**config.mk**
```make
export PLATFORM = sky130hd
export DESIGN_NAME = countdown_timer
export DESIGN_NICKNAME = d
export VERILOG_FILES = /design/src/rtl/countdown_timer_pkg.sv /design/src/rtl/countdown_timer_bcd_down60.sv /design/src/rtl/countdown_timer.sv
export SDC_FILE = /design/constraint.sdc
export NUM_CORES = 1
export LEC_CHECK = 0
export BUFFER_PORTS_ARGS = -buffer_cell sky130_fd_sc_hd__buf_2
export CORE_UTILIZATION = 54
export DETAILED_ROUTE_END_ITERATION = 7
export PLACE_DENSITY_LB_ADDON = 0.15
export SLEW_MARGIN = 5
export SYNTH_ARGS = -nofsm -noshare
export SYNTH_HDL_FRONTEND = slang
export SYNTH_SLANG_ARGS = --single-unit
```
**constraint.sdc**
```tcl
create_clock -name CP -period 3.05 [get_ports CP]
set_input_delay 0.61 -clock CP [delete_from_list [all_inputs] [get_ports CP]]
set_output_delay 0.61 -clock CP [all_outputs]
set_load 0.02 [all_outputs]
```
**src/rtl/countdown_timer_pkg.sv**
```systemverilog
// Shared encodings and BCD limits for the mm:ss countdown timer.
// State values are fixed so the debug port reads the same across builds.
package countdown_timer_pkg;

    typedef enum logic [1:0] {
        ST_IDLE  = 2'd0,
        ST_RUN   = 2'd1,
        ST_PAUSE = 2'd2,
        ST_ALARM = 2'd3
    } state_e;

    localparam logic [3:0] BCD_MAX_UNIT = 4'h9;
    localparam logic [3:0] BCD_MAX_TEN  = 4'h5;

    // A two-digit 00..59 BCD value: units digit <= 9, tens digit <= 5.
    function automatic logic bcd60_valid(input logic [7:0] v);
        return (v[3:0] <= BCD_MAX_UNIT) && (v[7:4] <= BCD_MAX_TEN);
    endfunction

endpackage

```
**src/rtl/countdown_timer_bcd_down60.sv**
```systemverilog
// Two-digit BCD down-counter, 59..00, with synchronous load and borrow-out.
// BRW flags the cycle in which an enabled count at 00 wraps to 59.
module bcd_down60
    import countdown_timer_pkg::*;
(
    input  logic       CP,
    input  logic       reset,
    input  logic       EN,
    input  logic       load,
    input  logic [7:0] D,
    output logic [7:0] Q,
    output logic       BRW
);

    logic [3:0] unit_q, unit_d;
    logic [3:0] ten_q, ten_d;

    always_comb begin
        unit_d = unit_q;
        ten_d  = ten_q;
        if (load) begin
            unit_d = D[3:0];
            ten_d  = D[7:4];
        end else if (EN) begin
            if (unit_q == 4'd0) begin
                unit_d = BCD_MAX_UNIT;
                ten_d  = (ten_q == 4'd0) ? BCD_MAX_TEN : ten_q - 4'd1;
            end else begin
                unit_d = unit_q - 4'd1;
            end
        end
    end

    always_ff @(posedge CP or posedge reset) begin
        if (reset) begin
            unit_q <= 4'd0;
            ten_q  <= 4'd0;
        end else begin
            unit_q <= unit_d;
            ten_q  <= ten_d;
        end
    end

    assign Q   = {ten_q, unit_q};
    assign BRW = (Q == 8'h00) && EN;

endmodule

```
**src/rtl/countdown_timer.sv**
```systemverilog
// mm:ss BCD countdown timer: command arbitration, FSM, zero detect and
// the alarm tick counter around two cascaded bcd_down60 digit pairs.
module countdown_timer
    import countdown_timer_pkg::*;
#(
    parameter int ALARM_TICKS = 10
) (
    input  logic       CP,
    input  logic       reset,
    input  logic       tick,
    input  logic       start,
    input  logic       stop,
    input  logic       load,
    input  logic [7:0] load_min,
    input  logic [7:0] load_sec,
    output logic [7:0] min,
    output logic [7:0] sec,
    output logic       running,
    output logic       done,
    output logic       alarm,
    output logic [1:0] dbg_state
);

    localparam int CNT_W = $clog2(ALARM_TICKS + 1);

    state_e           state_q, state_d;
    logic [CNT_W-1:0] acnt_q, acnt_d;
    logic             done_q, done_d;

    logic load_ok, stop_ok, start_ok, tick_run, tick_alarm;
    logic is_zero, is_one, sec_brw, min_brw;

    assign is_zero = (min == 8'h00) && (sec == 8'h00);
    assign is_one  = (min == 8'h00) && (sec == 8'h01);

    // Priority load > stop > start > tick; a command that cannot act in the
    // current state (or an invalid preset) lets the next one through.
    assign load_ok    = load && bcd60_valid(load_min) && bcd60_valid(load_sec)
                        && (state_q != ST_RUN);
    assign stop_ok    = !load_ok && stop
                        && ((state_q == ST_RUN) || (state_q == ST_ALARM));
    assign start_ok   = !load_ok && !stop_ok && start && !is_zero
                        && ((state_q == ST_IDLE) || (state_q == ST_PAUSE));
    assign tick_run   = !stop_ok && tick && (state_q == ST_RUN);
    assign tick_alarm = !load_ok && !stop_ok && tick && (state_q == ST_ALARM);

    bcd_down60 u_sec (
        .CP    (CP),
        .reset (reset),
        .EN    (tick_run),
        .load  (load_ok),
        .D     (load_sec),
        .Q     (sec),
        .BRW   (sec_brw)
    );

    bcd_down60 u_min (
        .CP    (CP),
        .reset (reset),
        .EN    (sec_brw),
        .load  (load_ok),
        .D     (load_min),
        .Q     (min),
        .BRW   (min_brw)
    );

    always_comb begin
        state_d = state_q;
        acnt_d  = acnt_q;
        done_d  = 1'b0;
        if (load_ok) begin
            state_d = ST_IDLE;
            acnt_d  = '0;
        end else if (stop_ok) begin
            state_d = (state_q == ST_RUN) ? ST_PAUSE : ST_IDLE;
            acnt_d  = '0;
        end else if (start_ok) begin
            state_d = ST_RUN;
        end else if (tick_run && (is_one || min_brw)) begin
            // min_brw can only fire from 00:00, which RUN never holds; it
            // parks the timer in ALARM instead of letting it run on.
            state_d = ST_ALARM;
            acnt_d  = '0;
            done_d  = 1'b1;
        end else if (tick_alarm) begin
            if (acnt_q == CNT_W'(ALARM_TICKS - 1)) begin
                state_d = ST_IDLE;
                acnt_d  = '0;
            end else begin
                acnt_d = acnt_q + CNT_W'(1);
            end
        end
    end

    always_ff @(posedge CP or posedge reset) begin
        if (reset) begin
            state_q <= ST_IDLE;
            acnt_q  <= '0;
            done_q  <= 1'b0;
        end else begin
            state_q <= state_d;
            acnt_q  <= acnt_d;
            done_q  <= done_d;
        end
    end

    assign running   = (state_q == ST_RUN);
    assign alarm     = (state_q == ST_ALARM);
    assign done      = done_q;
    assign dbg_state = state_q;

endmodule

```
## After elaboration in Yosys (flattened, before gate mapping)

Index checks and enable logic that the tools add are counted.

| word-level totals | value |
|---|---|
| register bits after elaboration | 23 |
| input bits | 22 |
| logic and storage cells | 98 |

| cells by class | value |
|---|---|
| $add $sub $neg | 5 |
| order comparisons | 4 |
| equality and inequality tests | 7 |
| mux-type cells | 31 |
| reduce and logical (&&, ||, !) cells | 44 |

Operators with widths:

| cell | number |
|---|---|
| $mux 4 | 20 |
| $logic_and 1x1->1 | 20 |
| $logic_not 4->1 | 4 |
| $logic_not 8->1 | 2 |
| $sub 4x1->4 const B | 4 |
| $mux 2 | 7 |
| $reduce_bool 5->1 | 2 |
| $eq 8x1->1 const B | 1 |
| $le 4x3->1 const B | 2 |
| $le 4x4->1 const B | 2 |
| $reduce_and 2->1 | 4 |
| $reduce_bool 2->1 | 4 |
| $add 4x1->4 const B | 1 |
| $eq 2x2->1 const B | 2 |
| $eq 4x4->1 const B | 1 |
| $mux 1 | 4 |
| $reduce_bool 4->1 | 1 |
| $logic_not 1->1 | 3 |
| $logic_or 1x1->1 | 3 |
| $ne 3x3->1 const B | 1 |
| $eq 2x1->1 const B | 1 |
| $logic_not 2->1 | 1 |
| $ne 2x1->1 const B | 1 |

## Longest topological paths before layout

| logic depth | value |
|---|---|
| word-level depth | 19 |
| mapped depth | 6 |

## Cells and area by module

A second synthesis with hierarchy kept.

| unflattened totals | value |
|---|---|
| cells, all modules | 151 |
| area total of the unflattened synthesis | 1400.1 µm² |

Modules (own cells, without submodules):

| module | instances | cells an instance | area an instance (µm²) |
|---|---|---|---|
| bcd_down60 | 2 | 45 | 437.9 |
| countdown_timer | 1 | 61 | 524.3 |

## Worst setup path before layout

Ideal clock, no wire load.

| path | value |
|---|---|
| path kind | in2reg |
| start point | input port stop |
| end point | register u_min.ten_q[3] |
| library setup time | 120 ps |
| data arrival time | 1756 ps |
| setup slack | 1174 ps |
| stages on the path | 4 |
| buffers on the path | 0 |
| cells stage by stage | and4bb_2 -> nand2_1 -> or4_4 -> and3_1 |

| between the ends | value |
|---|---|
| longest elaborated chain between the ends | 8 |

RTL lines:

| what | line | source |
|---|---|---|
| start: declaration | countdown_timer.sv:12 | `input logic stop,` |
| $logic_and 1x1->1 | countdown_timer.sv:40 | `assign stop_ok = !load_ok && stop` |
| $logic_and 1x1->1 | countdown_timer.sv:41 | `&& ((state_q == ST_RUN) \|\| (state_q == ST_ALARM));` |
| $logic_not 1->1 | countdown_timer.sv:44 | `assign tick_run = !stop_ok && tick && (state_q == ST_RUN);` |
| $logic_and 1x1->1 (2 in series) | countdown_timer.sv:44 |  |
| $logic_and 1x1->1 | countdown_timer_bcd_down60.sv:45 | `assign BRW = (Q == 8'h00) && EN;` |
| $reduce_bool 2->1 (no line) | n/a |  |
| $reduce_and 2->1 (no line) | n/a |  |
| end signal: assignment | countdown_timer_bcd_down60.sv:40 | `ten_q <= ten_d;` |
| end: declaration | countdown_timer_bcd_down60.sv:16 | `logic [3:0] ten_q, ten_d;` |

Every way passes these cells.
A chain may end at the register's enable or synchronous reset.

## Final worst setup path

| path | value |
|---|---|
| start point | register u_sec.unit_q[2] |
| end point | register u_min.ten_q[3] |

| between the ends | value |
|---|---|
| longest elaborated chain between the ends | 4 |

RTL lines:

| what | line | source |
|---|---|---|
| start: declaration | countdown_timer_bcd_down60.sv:15 | `logic [3:0] unit_q, unit_d;` |
| start signal: assignment | countdown_timer_bcd_down60.sv:39 | `unit_q <= unit_d;` |
| $logic_not 8->1 | countdown_timer_bcd_down60.sv:45 |  |
| $logic_and 1x1->1 | countdown_timer_bcd_down60.sv:45 |  |
| $reduce_bool 2->1 (no line) | n/a |  |
| $reduce_and 2->1 (no line) | n/a |  |

Every way passes these cells.

==> qor.txt <==
Syn Inst Count = 145
final-report setup violation count = 0
Util after Layout = 71.3%
number of vias per cell = 6.35
Max Cap Violations = 0
clk_lat worst skew = 0.32 ns
GRT Util Overall = 28.5%
R2R setup slack = 1.07 ns
Pre-antenna DRT Iters = 4
Die ar. = 2760 sq um
Worst setup startpoint = u_sec.unit_q[2]
Initial Util = 59.6%
antenna violations before repair = 0
number of setup buffers added after CTS = 0
worst-margin pin slew = 0.894 ns
FF+latch count, synth = 23
setup TNS = 0 ns
clock root buffer = clkbuf_4
post-place instance area = 1630 sq um
synth top area cells = dfrtp_1, nor3_1, a31oi_1, o21ai_0, nor4_4
status = complete, no violations
sequential fraction of the synthesis area = 41.7%
area of the multi-input gates = 771 sq um
vias = 1379
CP required = 3.27 ns
Synth Area in Compound Gates = 16.0%
Mapped Nets = 169
Area Growth Syn to Fin = 19.7%
CTS clk-pin slew, worst paths = 0.14 ns
DRC viols = 0
RSZ-0062 raised after global routing = no
Hold WS = 0.455 ns
Max VDD drop = 649 uV
clk buf depth = 2
final setup margin = 1.07 ns
most frequent cells in the layout = buf_2, dfrtp_1, nor3_1
PD cells = 846 nW/um^2
Final Slew Violations = 0
R2R Path End = u_min.ten_q[3]
PortBufs = 42
fillers = 188
Post-synth EDFFs = 0
R2R depth = 4
CTS Buf Count = 3
worst r2r src = u_sec.unit_q[2]
Site Rows = 17
Ant. Diodes = 0
share of cells above drive strength 1 = 32.8%
ys flop type = dfrtp_1
largest family of logic cells by synthesized area = simple AND/OR/NAND/NOR gates
TritonCTS Sinks = 23
Final Cycle Share = 64.8%
crit path kind = register to register
syn avg cell area = 9.53 sq um
ANT nets after route = 0
first-pass GRT wire length = 5.75 mm
die height = 52.6 um
crit start category = register
Core ar. = 2320 sq um
placed insts = 213
crit path max fanout = 7
Tmin final = 1.98 ns
routed wire length per instance = 16.2 um
largest net degree at the start of global routing = 24
Leak Pwr = 0.745 nW
commonest non-fill, non-tap cell in the layout = buf_2
final WL = 3.52 mm
post-synthesis mux area share = 4.62%
Final Skew = 0.0115 ns
Max H-tree Level = 1
drt first-iter violations = 57
Post-CTS Hold Fix Bufs = 0
Final Hold Fails = 0
CTS tree = built
async set-reset flop share out of synthesis = 100%
post-CTS resize count = 0
crit end category = register
HP Class = input port to async pin
Synth Area in XOR/XNOR = 3.80%
vias in the first global route = 1277
CP endpoint = u_min.ten_q[3]
PnR Total Power = 1.40 mW
Yosys top cell by area = dfrtp_1
setup slack at placement = 0.825 ns
Post-Layout Cell Count = 217
cell area after layout = 1650 sq um
cell area after synthesis = 1380 sq um
simple-gate share of the synthesized area = 29.5%
Cell variety after synth = 44
die width = 52.6 um
fin nets = 214
Yosys top cell area share = 41.7%
Reg area = 576 sq um
Worst Path Arrival = 2.19 ns
slew margin rel. = 40.4%
I/O pin count = 43
adder-cell area share of the yosys netlist = 1.81%
GRT Residual Overflow = 0
Achievable Freq = 506 MHz
dpl hpwl = 2.70 mm
Syn. warnings = 0
placer congestion estimate = 0.870
## state kept, by name, summed over array words and instances, names as in the netlist
name and flops:
u_sec.unit_q 4, acnt_q 4, u_min.ten_q 4, u_sec.ten_q 4, u_min.unit_q 4, dbg_state 2
done 1
## worst min path at each step
stage | end | slack, ns | cells after the start
finish | u_sec.ten_q[1] | 0.45 | 2
global route | u_sec.ten_q[0] | 0.52 | 2
CTS | u_sec.ten_q[1] | 0.47 | 2
detailed placement | u_min.ten_q[3] | 0.56 | 1
global placement | u_min.ten_q[3] | 0.55 | 1
floorplan | acnt_q[3] | 0.55 | 2
## worst max-delay path: stages (launching register included)
cell and delay [ns]:
dfrtp_1 0.49, nor4_4 0.47, nand3_2 0.17, or4_4 0.54, and3_1 0.19
## synthesized netlist by cell type (3+ instances only)
library cell and number:
clkbuf_1 3, mux2i_1 3, nor3_1 18, nor2_1 8, xnor2_1 3, xor2_1 3
dfrtp_1 23, o21ai_0 9, inv_1 5, nand4_1 4, o31ai_1 3, a21oi_1 5
mux2_2 3, a31oi_1 8, nand2_1 6, or4_1 3, nand3_1 3
## metal layers
layer | share of wire [%] | wire length [um] | global-route usage [%] | vias to the layer above
li1 | - | - | - | 645
met1 | 41 | 1430 | 36.6 | 654
met5 | 0 | 0 | 0 | -
met2 | 52 | 1820 | 51.3 | 74
met4 | 0.71 | 25 | 5.26 | 0
met3 | 7.0 | 247 | 3.48 | 6
## report_power, final
part | leakage [nW] | switching (mW) | internal, mW
Combinational | 0.440 | 0.375 | 0.263
Clock | 0.0177 | 0.0967 | 0.0491
Sequential | 0.287 | 0.196 | 0.418
## final cells by class
class / count / share of cell area [%]
Clock buffer: 3 / 1.36
Tap cell: 28 / 2.12
Multi-Input combinational cell: 113 / 46.6
Sequential cell: 23 / 34.8
Timing Repair Buffer: 44 / 13.6
Inverter: 5 / 1.14
Clock inverter: 1 / 0.303
## kinds of logic (layout without fill, tap and decap cells)
kind of cell             count (synthesis)  in the layout
adder cells (fa/ha/maj)                  2              2
AND/OR/NAND/NOR                         64             64
XOR/XNOR                                 6              6
AO/OA/AOI/OAI                           35             35
multiplexers                             6              6
flip-flops                              23             23
buffers and inverters                    9             53
Note: power is estimated with default switching activity, not from simulation.
